### config.mk
export PLATFORM = sky130hd
export DESIGN_NAME = dmem_arbiter_flat
export DESIGN_NICKNAME = d
export VERILOG_FILES = /design/src/rtl/dmem_arb_pkg.sv /design/src/rtl/dmem_arbiter_if.sv /design/src/rtl/dmem_rr_arbiter.sv /design/src/rtl/dmem_arbiter.sv /design/src/flat_wrapper.sv
export SDC_FILE = /design/constraint.sdc
export NUM_CORES = 1
export LEC_CHECK = 0
export ABC_AREA = 1
export BUFFER_PORTS_ARGS = -buffer_cell sky130_fd_sc_hd__buf_2
export CAP_MARGIN = 10
export CORE_AREA = 2 2 117 119
export CTS_CLUSTER_SIZE = 24
export DETAILED_ROUTE_END_ITERATION = 7
export DIE_AREA = 0 0 119 121
export GPL_TIMING_DRIVEN = 0
export HOLD_SLACK_MARGIN = 0.1
export PLACE_DENSITY = 0.77
export SKIP_LAST_GASP = 1
export SYNTH_ARGS = -nofsm -noshare
export SYNTH_HDL_FRONTEND = slang
export SYNTH_HIERARCHICAL = 1
export SYNTH_SLANG_ARGS = --single-unit
### constraint.sdc
create_clock -name clk -period 2 [get_ports clk]
set_clock_uncertainty 0.15 [all_clocks]
set_input_delay 0.2 -clock clk [delete_from_list [all_inputs] [get_ports clk]]
set_output_delay 0.2 -clock clk [all_outputs]
set_load 0.01 [all_outputs]
### src/rtl/dmem_arb_pkg.sv
// Shared types and constants for the data-memory arbiter.
// Latency: n/a (declarations only).
// Backpressure: n/a.
// Contents: FSM state enum, owner enum, out-of-range read value, default RAM depth.
package dmem_arb_pkg;

   typedef enum logic [1:0] {
      IDLE  = 2'd0,
      ISSUE = 2'd1,
      READ  = 2'd2,
      RESP  = 2'd3
   } state_t;

   typedef enum logic {
      OWN_CPU = 1'b0,
      OWN_DBG = 1'b1
   } owner_t;

   // Returned instead of RAM data when a read falls outside the RAM
   localparam logic [31:0] OOR_READ_VAL = 32'hDEADBEEF;

   // data_memory depth in 32-bit words
   localparam int DEF_MEM_WORDS = 1024;

endpackage

### src/rtl/dmem_arbiter_if.sv
// Requester-side request/response bundle for one port of the memory arbiter.
// Latency: n/a (wires only).
// Backpressure: req is held with its attributes until gnt pulses.
// Ports: master = requester (drives req/we/addr/wdata), slave = arbiter
//        (drives gnt, rvalid pulse and held rdata).
interface dmem_arbiter_if #(
   parameter int ADDR_W = 32,
   parameter int DATA_W = 32
);
   logic              req;
   logic              we;
   logic [ADDR_W-1:0] addr;
   logic [DATA_W-1:0] wdata;
   logic              gnt;
   logic              rvalid;
   logic [DATA_W-1:0] rdata;

   modport master (
      output req, we, addr, wdata,
      input  gnt, rvalid, rdata
   );

   modport slave (
      input  req, we, addr, wdata,
      output gnt, rvalid, rdata
   );
endinterface

### src/rtl/dmem_rr_arbiter.sv
// Two-way grant selector for the memory arbiter (bit 0 = CPU, bit 1 = DBG).
// Latency: combinational select; pointer (if built) updates on the upd strobe.
// Backpressure: none; caller only samples sel when it can accept.
// Ports: req[1:0] requests, upd strobe with upd_dbg = port granted, sel one-hot.
// Build option: DMEM_ARB_RR_EN selects round-robin, otherwise fixed CPU priority.
module dmem_rr_arbiter (
   input  logic       clk,
   input  logic       rst_n,
   input  logic [1:0] req,
   input  logic       upd,
   input  logic       upd_dbg,
   output logic [1:0] sel
);

`ifdef DMEM_ARB_RR_EN
   // Last granted port; resets to DBG so the CPU wins the first contest
   logic last_dbg;

   always_ff @(posedge clk or negedge rst_n) begin
      if (!rst_n) begin
         last_dbg <= 1'b1;
      end else if (upd) begin
         last_dbg <= upd_dbg;
      end
   end

   always_comb begin
      sel = req;
      if (req == 2'b11) begin
         sel = last_dbg ? 2'b01 : 2'b10;
      end
   end
`else
   // Pointer not built in the fixed-priority variant
   logic unused_rr;
   assign unused_rr = ^{clk, rst_n, upd, upd_dbg};

   always_comb begin
      sel = 2'b00;
      if (req[0]) begin
         sel = 2'b01;
      end else if (req[1]) begin
         sel = 2'b10;
      end
   end
`endif

endmodule

### src/rtl/dmem_arbiter.sv
// Shares the single-port data_memory between CPU and DBG requesters, one transaction at a time.
// Latency: gnt/mem_* one cycle after req seen in IDLE; write 2 cycles, read data + rvalid 3 cycles after req.
// Backpressure: requests wait (req held) while busy; out-of-range accesses are granted but never reach the RAM.
// Ports: clk, rst_n; cpu/dbg request bundles (slave modport); mem_write/mem_addr/mem_wdata/mem_rdata
//        to data_memory; busy (not IDLE); err (one-cycle pulse on out-of-range access).
// Build option: DMEM_ARB_RR_EN enables round-robin arbitration (see dmem_rr_arbiter).
module dmem_arbiter
   import dmem_arb_pkg::*;
#(
   parameter int ADDR_W    = 32,
   parameter int DATA_W    = 32,
   parameter int MEM_WORDS = DEF_MEM_WORDS
) (
   input  logic              clk,
   input  logic              rst_n,
   dmem_arbiter_if.slave     cpu,
   dmem_arbiter_if.slave     dbg,
   output logic              mem_write,
   output logic [ADDR_W-1:0] mem_addr,
   output logic [DATA_W-1:0] mem_wdata,
   input  logic [DATA_W-1:0] mem_rdata,
   output logic              busy,
   output logic              err
);

   // First byte address past the end of the RAM
   localparam logic [ADDR_W-1:0] OOR_BASE = ADDR_W'(MEM_WORDS * 4);

   state_t            state_q, state_d;
   owner_t            own_q;
   logic              we_q;
   logic              oor_q;
   logic [ADDR_W-1:0] addr_q;
   logic [DATA_W-1:0] wdata_q;
   logic [DATA_W-1:0] cpu_rdata_q;
   logic [DATA_W-1:0] dbg_rdata_q;

   logic [1:0]        sel;
   logic              accept;
   logic              pick_dbg;
   logic              req_we;
   logic [ADDR_W-1:0] req_addr;
   logic [DATA_W-1:0] req_wdata;
   logic [DATA_W-1:0] rd_val;

   logic cpu_gnt, dbg_gnt, cpu_rvalid, dbg_rvalid;

   dmem_rr_arbiter u_arb (
      .clk     (clk),
      .rst_n   (rst_n),
      .req     ({dbg.req, cpu.req}),
      .upd     (state_q == ISSUE),
      .upd_dbg (own_q == OWN_DBG),
      .sel     (sel)
   );

   assign accept    = (state_q == IDLE) && (cpu.req || dbg.req);
   assign pick_dbg  = sel[1];
   assign req_we    = pick_dbg ? dbg.we    : cpu.we;
   assign req_addr  = pick_dbg ? dbg.addr  : cpu.addr;
   assign req_wdata = pick_dbg ? dbg.wdata : cpu.wdata;
   assign rd_val    = oor_q ? DATA_W'(OOR_READ_VAL) : mem_rdata;

   // State register
   always_ff @(posedge clk or negedge rst_n) begin
      if (!rst_n) begin
         state_q <= IDLE;
      end else begin
         state_q <= state_d;
      end
   end

   // Next-state logic
   always_comb begin
      state_d = state_q;
      case (state_q)
         IDLE:    if (accept) state_d = ISSUE;
         ISSUE:   state_d = we_q ? IDLE : READ;
         READ:    state_d = RESP;
         RESP:    state_d = IDLE;
         default: state_d = IDLE;
      endcase
   end

   // Output decode: grant/write/err live in ISSUE, response pulse in RESP
   always_comb begin
      cpu_gnt    = 1'b0;
      dbg_gnt    = 1'b0;
      cpu_rvalid = 1'b0;
      dbg_rvalid = 1'b0;
      mem_write  = 1'b0;
      err        = 1'b0;
      case (state_q)
         ISSUE: begin
            cpu_gnt   = (own_q == OWN_CPU);
            dbg_gnt   = (own_q == OWN_DBG);
            mem_write = we_q && !oor_q;
            err       = oor_q;
         end
         RESP: begin
            cpu_rvalid = (own_q == OWN_CPU);
            dbg_rvalid = (own_q == OWN_DBG);
         end
         default: ;
      endcase
   end

   // Transaction latch; only loaded on accept, so mem_addr/mem_wdata
   // keep the last issued values in every other cycle
   always_ff @(posedge clk or negedge rst_n) begin
      if (!rst_n) begin
         own_q   <= OWN_CPU;
         we_q    <= 1'b0;
         oor_q   <= 1'b0;
         addr_q  <= '0;
         wdata_q <= '0;
      end else if (accept) begin
         own_q   <= pick_dbg ? OWN_DBG : OWN_CPU;
         we_q    <= req_we;
         oor_q   <= (req_addr >= OOR_BASE);
         addr_q  <= req_addr;
         wdata_q <= req_wdata;
      end
   end

   // Read data captured in READ, held until that port's next read response
   always_ff @(posedge clk or negedge rst_n) begin
      if (!rst_n) begin
         cpu_rdata_q <= '0;
         dbg_rdata_q <= '0;
      end else if (state_q == READ) begin
         if (own_q == OWN_CPU) begin
            cpu_rdata_q <= rd_val;
         end else begin
            dbg_rdata_q <= rd_val;
         end
      end
   end

   assign mem_addr   = addr_q;
   assign mem_wdata  = wdata_q;
   assign busy       = (state_q != IDLE);

   assign cpu.gnt    = cpu_gnt;
   assign cpu.rvalid = cpu_rvalid;
   assign cpu.rdata  = cpu_rdata_q;
   assign dbg.gnt    = dbg_gnt;
   assign dbg.rvalid = dbg_rvalid;
   assign dbg.rdata  = dbg_rdata_q;

endmodule

### src/flat_wrapper.sv
// flat-port wrapper written by rule: the top's interface ports become plain ports
module dmem_arbiter_flat import dmem_arb_pkg::*;
#(
   parameter int ADDR_W    = 32,
   parameter int DATA_W    = 32,
   parameter int MEM_WORDS = DEF_MEM_WORDS
)
  (clk, rst_n, mem_write, mem_addr, mem_wdata, mem_rdata, busy, err, cpu_req, cpu_we, cpu_addr, cpu_wdata, cpu_gnt, cpu_rvalid, cpu_rdata, dbg_req, dbg_we, dbg_addr, dbg_wdata, dbg_gnt, dbg_rvalid, dbg_rdata);
  dmem_arbiter_if #(.ADDR_W(ADDR_W), .DATA_W(DATA_W)) cpu_i ();
  dmem_arbiter_if #(.ADDR_W(ADDR_W), .DATA_W(DATA_W)) dbg_i ();
  input  logic clk;
  input  logic rst_n;
  output logic mem_write;
  output logic [ADDR_W-1:0] mem_addr;
  output logic [DATA_W-1:0] mem_wdata;
  input  logic [DATA_W-1:0] mem_rdata;
  output logic busy;
  output logic err;
  input wire logic [$bits(cpu_i.req)-1:0] cpu_req;
  input wire logic [$bits(cpu_i.we)-1:0] cpu_we;
  input wire logic [$bits(cpu_i.addr)-1:0] cpu_addr;
  input wire logic [$bits(cpu_i.wdata)-1:0] cpu_wdata;
  output wire logic [$bits(cpu_i.gnt)-1:0] cpu_gnt;
  output wire logic [$bits(cpu_i.rvalid)-1:0] cpu_rvalid;
  output wire logic [$bits(cpu_i.rdata)-1:0] cpu_rdata;
  input wire logic [$bits(dbg_i.req)-1:0] dbg_req;
  input wire logic [$bits(dbg_i.we)-1:0] dbg_we;
  input wire logic [$bits(dbg_i.addr)-1:0] dbg_addr;
  input wire logic [$bits(dbg_i.wdata)-1:0] dbg_wdata;
  output wire logic [$bits(dbg_i.gnt)-1:0] dbg_gnt;
  output wire logic [$bits(dbg_i.rvalid)-1:0] dbg_rvalid;
  output wire logic [$bits(dbg_i.rdata)-1:0] dbg_rdata;
  assign cpu_i.req = cpu_req;
  assign cpu_i.we = cpu_we;
  assign cpu_i.addr = cpu_addr;
  assign cpu_i.wdata = cpu_wdata;
  assign cpu_gnt = cpu_i.gnt;
  assign cpu_rvalid = cpu_i.rvalid;
  assign cpu_rdata = cpu_i.rdata;
  assign dbg_i.req = dbg_req;
  assign dbg_i.we = dbg_we;
  assign dbg_i.addr = dbg_addr;
  assign dbg_i.wdata = dbg_wdata;
  assign dbg_gnt = dbg_i.gnt;
  assign dbg_rvalid = dbg_i.rvalid;
  assign dbg_rdata = dbg_i.rdata;
  dmem_arbiter #(.ADDR_W(ADDR_W), .DATA_W(DATA_W), .MEM_WORDS(MEM_WORDS)) u_core (.clk(clk), .rst_n(rst_n), .cpu(cpu_i), .dbg(dbg_i), .mem_write(mem_write), .mem_addr(mem_addr), .mem_wdata(mem_wdata), .mem_rdata(mem_rdata), .busy(busy), .err(err));
endmodule
==> summary.txt <==
Route
  • Routed WL: 22.9 mm
  • DRC violations left: 0
  • Routed len/inst: 18.0 microns
  • Vias: 6,705
  • Via-per-instance ratio: 5.25
  • DR iter-0 viols: 619
  • Drt first pass iters: 5
  • Antenna-violating nets left: 0

Run status
  • Status: finished clean

Power and ir drop
  • Pwr per Cell Area: 1130 nW/um^2
  • Peak supply drop: 624 uV
  • Leakage: 4.64 nW

Floorplanning
  • IO Pins: 301
  • CORE AREA: 13,100 sq um
  • Starting Density: 45.2%
  • Die Area: 14,400 sq um
  • Die Ht: 121 microns
  • # rows: 42
  • Die width: 119 microns

Timing
  • Slew @ Worst Pin: 519 ps
  • Fin crit period: 1950 ps
  • Unrepaired setup endpoints after global routing: false
  • Setup violations, final: 0
  • Rel. slew slack: 65.4%
  • Setup TNS: 0 ps
  • Max Fclk: 513 MHz
  • Tcrit/Tclk final: 97.6%
  • Hold WS: 38.6 ps
  • Pins over their slew limit: 0
  • Final hold vios: 0

Setup path
  • Crit path required time: 2180 ps
  • R2r worst-path depth: 3
  • Worst Path Buf+Inv: 6
  • CP max stage cell: dlygate4sd3_1
  • CP arrival: 2130 ps
  • Critical path's largest stage delay: 590 ps
  • Worst Setup EP: u_core/mem_addr[31]
  • Crit end category: register
  • CP cell instances: dlygate4sd3_1 -> inv_1 -> nor2_2 -> buf_6 -> inv_8 -> buf_8 -> nand2_1 -> nand2_1 -> dlygate4sd3_1 -> o21ai_1
  • Reg-to-reg slack, setup: 140 ps
  • CP startpoint: dbg_req
  • CP max FO: 10
  • Reg2reg start: u_core/oor_q
  • Delay-heaviest family, CP: buffers and inverters
  • RR Endpoint: u_core/cpu.rdata[19]
  • Critical path type: input pin to register
  • Worst path depth: 10
  • Startpoint types: input pin

Global routing
  • First-pass GRT wire length: 35.7 mm
  • Initial antenna violation count: 0
  • Vias in the first global route: 7,072
  • Gr usage total: 31.8%
  • Largest net degree at the start of global routing: 82
  • Gr ovfl total: 0

Final layout
  • Design Area, Final: 9920 sq um
  • Layout fillers: 746
  • Nets@finish: 1,253
  • Share of cells above drive strength 1: 41.8%
  • Core Util, Final: 75.8%
  • Growth of design area from synthesis to finish: 67.6%

Synth
  • Number of warnings issued by yosys: 6
  • Cells after synthesis: 603
  • Synth Area per Inst: 9.82 sq um
  • Syn Nets: 769
  • Cell Area, Synth: 5920 sq um

CTS
  • CTS max path bufs: 2
  • Num CTS Buffers: 17
  • Worst skew pair latency: 400 ps
  • CTS tree: done
  • H-tree depth: 4
  • Worst-path clk slew: 60 ps
  • Root Driver: clkbuf_16
  • Sink Count: 133

Place
  • Gpl congestion: 0.837
  • DP HPWL: 12.7 mm
  • Placed cell area: 7670 sq um
  • PortBufs: 300

Hold path
  • Hold Path Class: input pin to register
  • Worst hold stages: 5

Job
  • Max-cap viol count: 0
-- sequential cells by signal, indices dropped and copies added (netlist names), named ones only --
register          flops
u_core/own_q          1
u_core/state_q        1
u_core/mem_addr      32
u_core/cpu.rdata     32
u_core/dbg.rdata     32
u_core/we_q           1
u_core/mem_wdata     32
u_core/oor_q          1
-- what timing repair did --
item	CTS	global route
pin swaps	0	1
gates resized for setup	0	16
endpoints found under the setup margin	2	6
endpoints found under the hold margin	263	0
buffers inserted	0	2
hold buffers	165	0
-- layout by cell type (no fill, tap or decap), drive strengths merged --
| master | instances |
|---|---|
| inv | 26 |
| dfrtp | 133 |
| o21a | 1 |
| a31oi | 61 |
| buf | 330 |
| nand2 | 158 |
| nand3 | 2 |
| bufinv | 1 |
| nor3 | 2 |
| mux2 | 64 |
| or2 | 24 |
| clkbuf | 25 |
| diode | 1 |
| dlygate4sd3 | 164 |
| nor2 | 92 |
| clkinvlp | 5 |
| o21ai | 8 |
| clkinv | 4 |
-- per-stage QoR --
stage	setup WS, ps	instances	total power [W]
after global placement	-1210	1079	0.00772
after detailed placement	304	1080	0.00780
after global routing	22.2	1276	0.0118
after floorplan	552	603	0.00614
final	48.9	1277	0.0112
after CTS	10.3	1276	0.0110
-- worst min-delay path, cell delays in order --
cell	delay, ps
buf_2	70
inv_1	30
nand2_1	40
o21ai_1	80
o21ai_1	130
-- worst min-delay path by stage --
stage / from / end / slack, ps
floorplan: rst_n / async pin / -250
global placement: cpu_wdata[15] / u_core/mem_wdata[15] / 310
detailed placement: rst_n / u_core/dbg.rdata[25] / 30
CTS: cpu_req / u_core/mem_addr[15] / 100
global route: dbg_addr[13] / u_core/mem_addr[13] / 130
finish: dbg_addr[13] / u_core/mem_addr[13] / 40
-- per-layer routing --
layer / share of wire [%] / global-route usage (%) / vias to the layer above / routed length, microns
met3: 9.6 / 8.83 / 110 / 2200
met1: 36 / 35.9 / 3147 / 8230
met2: 49 / 54.1 / 492 / 11200
met4: 5.7 / 18.9 / 0 / 1300
met5: 0 / 0 / - / 0
li1: - / - / 2956 / -
-- power by group --
| group | internal (W) | total (W) | switching (W) |
|---|---|---|---|
| clock network | 0.00172 | 0.00294 | 0.00122 |
| logic | 0.00180 | 0.00420 | 0.00240 |
| registers | 0.00357 | 0.00409 | 0.000517 |
-- layout make-up --
| cell class | count | area, sq um | share of cell area (%) |
|---|---|---|---|
| antenna | 1 | 2.50 | 0.0252 |
| inverter | 22 | 90.1 | 0.908 |
| clock inverter | 14 | 126 | 1.27 |
| sequential | 133 | 3330 | 33.6 |
| multi-input combinational | 412 | 2290 | 23.1 |
| buffer | 35 | 246 | 2.49 |
| tap | 176 | 220 | 2.22 |
| clock buffer | 18 | 429 | 4.33 |
| timing repair buffer | 466 | 3190 | 32.1 |
(Power assumes the default switching activity.)
